File: config.mk
export PLATFORM = sky130hd
export DESIGN_NAME = biu_rd_arbiter
export DESIGN_NICKNAME = d
export VERILOG_FILES = /design/src/rtl/kiwi_biu_pkg.sv /design/src/rtl/rr_arb2.sv /design/src/rtl/biu_rd_arbiter.sv
export SDC_FILE = /design/constraint.sdc
export NUM_CORES = 1
export LEC_CHECK = 0
export ABC_AREA = 0
export ABC_CLOCK_PERIOD_IN_PS = 2350
export CAP_MARGIN = 20
export CORE_AREA = 2 2 157 159
export CTS_CLUSTER_DIAMETER = 80
export DETAILED_ROUTE_END_ITERATION = 6
export DIE_AREA = 0 0 159 161
export GPL_ROUTABILITY_DRIVEN = 0
export GPL_TIMING_DRIVEN = 0
export SYNTH_ARGS = -nofsm -noshare
export SYNTH_HDL_FRONTEND = slang
export SYNTH_SLANG_ARGS = --single-unit
File: constraint.sdc
create_clock -name clk -period 2.35 [get_ports clk]
set_input_delay 0.235 -clock clk [delete_from_list [all_inputs] [get_ports clk]]
set_output_delay 0.235 -clock clk [all_outputs]
set_load 0.03 [all_outputs]
File: src/rtl/kiwi_biu_pkg.sv
// Shared types and constants for the kiwi_subsys bus interface units.
package kiwi_biu_pkg;

  typedef enum logic {
    REQ_I = 1'b0,
    REQ_D = 1'b1
  } req_id_e;

  typedef enum logic [1:0] {
    IDLE = 2'd0,
    AR   = 2'd1,
    R    = 2'd2
  } arb_state_e;

  localparam int unsigned RESP_W = 2;

  localparam logic [RESP_W-1:0] RESP_OKAY   = 2'b00;
  localparam logic [RESP_W-1:0] RESP_SLVERR = 2'b10;
  localparam logic [RESP_W-1:0] RESP_DECERR = 2'b11;

endpackage

File: src/rtl/rr_arb2.sv
// Two-requester round-robin arbiter; remembers the last winner and on a tie
// grants the other requester. PRIO_D picks who wins the first tie after reset.
module rr_arb2
  import kiwi_biu_pkg::*;
#(
  parameter bit PRIO_D = 1'b1
) (
  input  logic       clk,
  input  logic       rst,
  input  logic [1:0] req,
  input  logic       take,
  output logic       grant_valid_c,
  output req_id_e    grant_c
);

  req_id_e last_grant;

  always_ff @(posedge clk) begin
    if (rst) begin
      last_grant <= PRIO_D ? REQ_I : REQ_D;
    end else if (take && grant_valid_c) begin
      last_grant <= grant_c;
    end
  end

  always_comb begin
    grant_valid_c = |req;
    grant_c       = REQ_I;
    if (req == 2'b11) begin
      grant_c = (last_grant == REQ_D) ? REQ_I : REQ_D;
    end else if (req[1]) begin
      grant_c = REQ_D;
    end
  end

endmodule

File: src/rtl/biu_rd_arbiter.sv
// Shares one AXI-lite read path between the I and D BIUs: round-robin AR
// arbitration, a single outstanding read, R beat routed back to its owner.
module biu_rd_arbiter
  import kiwi_biu_pkg::*;
#(
  parameter int unsigned ADDR_W = 64,
  parameter int unsigned DATA_W = 64,
  parameter bit          PRIO_D = 1'b1
) (
  input  logic              clk,
  input  logic              rst,
  input  logic [ADDR_W-1:0] i_araddr,
  input  logic              i_arvalid,
  output logic              i_arready,
  output logic [DATA_W-1:0] i_rdata,
  output logic [RESP_W-1:0] i_rresp,
  output logic              i_rvalid,
  input  logic              i_rready,
  input  logic [ADDR_W-1:0] d_araddr,
  input  logic              d_arvalid,
  output logic              d_arready,
  output logic [DATA_W-1:0] d_rdata,
  output logic [RESP_W-1:0] d_rresp,
  output logic              d_rvalid,
  input  logic              d_rready,
  output logic [ADDR_W-1:0] m_araddr,
  output logic              m_arvalid,
  input  logic              m_arready,
  input  logic [DATA_W-1:0] m_rdata,
  input  logic [RESP_W-1:0] m_rresp,
  input  logic              m_rvalid,
  output logic              m_rready,
  output logic              busy
);

  arb_state_e state;
  req_id_e    owner;
  logic       grant_valid_c;
  req_id_e    grant_c;
  logic       take_c;

  // A grant is only taken while idle and out of reset; it is the AR handshake.
  assign take_c = !rst && (state == IDLE) && grant_valid_c;

  rr_arb2 #(
    .PRIO_D(PRIO_D)
  ) u_arb (
    .clk          (clk),
    .rst          (rst),
    .req          ({d_arvalid, i_arvalid}),
    .take         (take_c),
    .grant_valid_c(grant_valid_c),
    .grant_c      (grant_c)
  );

  always_ff @(posedge clk) begin
    if (rst) begin
      state     <= IDLE;
      owner     <= REQ_I;
      m_arvalid <= 1'b0;
      m_araddr  <= '0;
      busy      <= 1'b0;
    end else begin
      case (state)
        IDLE: begin
          if (take_c) begin
            m_araddr  <= (grant_c == REQ_D) ? d_araddr : i_araddr;
            owner     <= grant_c;
            m_arvalid <= 1'b1;
            busy      <= 1'b1;
            state     <= AR;
          end
        end
        AR: begin
          if (m_arready) begin
            m_arvalid <= 1'b0;
            state     <= R;
          end
        end
        R: begin
          if (m_rvalid && m_rready) begin
            busy  <= 1'b0;
            state <= IDLE;
          end
        end
        default: state <= IDLE;
      endcase
    end
  end

  // AR ready to the winner and R pass-through to the owner; silent otherwise.
  always_comb begin
    i_arready = 1'b0;
    d_arready = 1'b0;
    i_rvalid  = 1'b0;
    d_rvalid  = 1'b0;
    i_rdata   = '0;
    d_rdata   = '0;
    i_rresp   = '0;
    d_rresp   = '0;
    m_rready  = 1'b0;
    if (take_c) begin
      if (grant_c == REQ_D) d_arready = 1'b1;
      else                  i_arready = 1'b1;
    end
    if (!rst && (state == R)) begin
      if (owner == REQ_D) begin
        d_rvalid = m_rvalid;
        d_rdata  = m_rdata;
        d_rresp  = m_rresp;
        m_rready = d_rready;
      end else begin
        i_rvalid = m_rvalid;
        i_rdata  = m_rdata;
        i_rresp  = m_rresp;
        m_rready = i_rready;
      end
    end
  end

endmodule

==> metrics.yaml <==
run_status:
  outcome: "finished clean"
drt:
  dr.max_layer_used: "met5"
  firstDrtPassIters: 5
  met2_length_mm: 11.9
  drt_iter0_markers: 187
  wl_mm: 23.1
  drc: 0
  met3_length_mm: 1.94
  ant_nets: 0
  wl_per_cell_um: 19.3
  wl_met1_mm: 8.65
  vias_per_cell: 4.26
  vias: 5082
yosys:
  yosys-top-cells-area: "dfxtp_1 (35%), and2_1 (21%), a221o_1 (13%)"
  synth_top_area_cell: "dfxtp_1"
  yosysWarnings: 0
  yosys.cell_types.count: 31
  syn_area_um2: 3960
  synth_fp_nets: 642
  syn-instance-count: 440
  synth_seq_cells: 70
  yosysSeqAreaShare_pct: 35.4
  synth.avg_cell_area_um2: 9.00
  synth.top_cell.area_share_pct: 35.4
worst_setup_path:
  crit_required_ps: 2120
  path_class: "flip-flop to output pin"
  reg2reg_to: "m_araddr[55]"
  crit_top_cell: "buf_4"
  rr_startpoint: "state[1]"
  critPathLaunchType: "flip-flop"
  critical_path.cell_chain: "buf_6 -> buf_4 -> nor3b_4 -> buf_6 -> buf_4 -> buf_4 -> and2_1 -> buf_2"
  r2r_cells: 7
  crit_path_top_delay_cell: "dfxtp_2"
  slowest_delay_ps: 320
  r2r_setup_slack_ps: 620
  endpoint_kind: "output pin"
  crit_fanout: 10
  cp.arrival_ps: 2040
clocking:
  clock_path_buffers: 2
  clk_pin_slew_ps: 60
  insertion_delay_ps: 340
  root_buffer: "clkbuf_16"
  tritoncts: "done"
  cts.sinks: 70
  numCtsBuffers: 9
  h-tree-depth: 3
die:
  io_pins: 405
  coreArea_um2: 24000
  core.rowCount: 57
  dieHeight_um: 161
  die_w_um: 159
  die-area_um2: 25600
  start_util_pct: 16.5
global_route:
  grt_pass1_wl_mm: 32.9
  grt_max_degree: 20
  antenna_found_initial: 9
  grt_pass1_vias: 5271
  grtUsageTotal_pct: 17.0
  grt_overflow: 0
timing:
  finalCritPeriodShare_pct: 96.7
  relSlewSlack_pct: 63.5
  rsz0062_at_grt: "yes"
  clock.fmax_mhz: 440
  slew_viol_final: 0
  period_needed_ps: 2270
  setup_tns_ps: 0
  whs_ps: 484
  finalHoldViolCount: 0
  tightestPinTransition_ps: 548
  clock_skew_ps: 9.36
  setup_slack_ps: 76.4
  setup_viol: 0
finish:
  area_delta_synth_final_pct: 115
  fill_cells: 2578
  nets: 1062
  drive_gt1_share_pct: 23.5
  regArea_um2: 1400
  stdcell_count: 1192
  multi_input_area_um2: 2230
power_and_ir_drop:
  leakage_nw: 3.82
  ir_worst_vdd_mv: 0.286
  power.density_nw_per_um2: 524
  report.power.total_mw: 4.46
placement:
  hpwl_mm: 18.9
  place_inst: 1168
  dp_slack_ps: -739
  port-buffer-count: 404
run:
  max-cap-violations: 0
worst_hold_path:
  hold_path_depth: 1
  hold_end: "u_arb.last_grant"
  worstHoldStart: "u_arb.last_grant"
  worst_hold_path_type: "flip-flop to flip-flop"
## repair_timing
action | 4_1_cts | 5_1_grt
setup endpoints to repair | 137 | 134
resized for setup | 573 | 205
pin swaps | 1 | 1
hold endpoints to repair | 0 | 0
cloned | 0 | 2
setup buffers | 0 | 4
hold buffers | 0 | 0
## area by class of cell
type | instances | area share [%]
sequential | 70 | 16.5
antenna | 3 | 0.0882
buffer | 46 | 4.26
clock inverter | 5 | 1.51
tap | 324 | 4.76
multi-input combinational | 319 | 26.2
timing repair buffer | 410 | 43.5
inverter | 4 | 0.176
clock buffer | 11 | 2.97
## synthesized netlist by cell type (all sizes together)
library cell	number
nor3	3
a21oi	7
or3	1
or3b	1
nor2b	2
dfxtp	70
nor2	8
nand3	11
clkbuf	21
o21ba	1
o21ai	15
and3	53
inv	4
nand2b	1
and2	133
mux2i	1
nor3b	2
or2	2
a221o	53
a211oi	1
nand4b	11
buf	26
and3b	1
a2111oi	1
a31oi	11
## cells in the final DEF (no fill, tap or decap), drive strengths merged, types with 2 or more instances in the layout
cell	count
dlygate4sd2	4
nand3	11
dfxtp	70
diode	3
o21ai	15
bufinv	4
a31oi	11
clkdlybuf4s50	266
buf	144
clkbuf	39
inv	4
nor2	8
a21oi	7
nor2b	2
or2	2
and3	53
clkdlybuf4s18	5
and2	133
nor3	3
nor3b	2
clkdlybuf4s15	8
a221o	53
nand4b	11
## layer usage
| metal | up-vias | GRT usage [%] |
|---|---|---|
| met3 | 30 | 5.75 |
| met5 | - | 0 |
| met4 | 6 | 6.65 |
| met2 | 263 | 31.1 |
| li1 | 2433 | - |
| met1 | 2350 | 18.1 |
## cell families (layout without fill, tap and decap cells)
| family | Yosys count | in the layout | share of synthesized area (%) |
|---|---|---|---|
| AOI/OAI and AO/OA | 89 | 89 | 18.7 |
| buffers and inverters | 51 | 476 | 8.88 |
| DFF | 70 | 70 | 35.4 |
| muxes | 1 | 1 | 0.253 |
| other | 0 | 3 | 0 |
| and+or+nand+nor | 229 | 229 | 36.8 |
## state kept, by name, indices dropped and copies added, names as in the netlist
signal            cells
owner                 1
busy                  1
u_arb.last_grant      1
m_araddr             64
state                 2
m_arvalid             1
## report_power, final
group / internal, mW / leakage, nW / switching (mW)
sequential: 1.31 / 0.577 / 0.0744
clock: 1.21 / 0.186 / 0.557
combinational: 0.682 / 3.05 / 0.635
total: 3.19 / 3.82 / 1.27
## metrics by stage
| step | util (%) | area [um2] |
|---|---|---|
| after CTS | 35.3 | 8460 |
| final | 35.5 | 8510 |
| after global routing | 35.5 | 8510 |
| after global placement | 35.1 | 8410 |
| after floorplan | - | 3960 |
| after detailed placement | 35.1 | 8410 |
## critical path, delay by kind of cell, from the launching register on
kind | cells | cell delay (ps)
buffers and inverters | 6 | 1010
flip-flops | 1 | 320
AND/OR/NAND/NOR | 2 | 370
## worst max-delay path by stage
| stage | to | cells past startpoint | start | slack [ps] |
|---|---|---|---|---|
| floorplan | d_rvalid | 3 | state[1] | 580 |
| global placement | d_arready | 7 | rst | -750 |
| detailed placement | d_arready | 7 | i_arvalid | -740 |
| CTS | i_rdata[63] | 6 | state[1] | -9 |
| global route | d_arready | 8 | state[1] | -60 |
| finish | d_arready | 8 | state[1] | 80 |
Power figures use the tool's default switching activity.
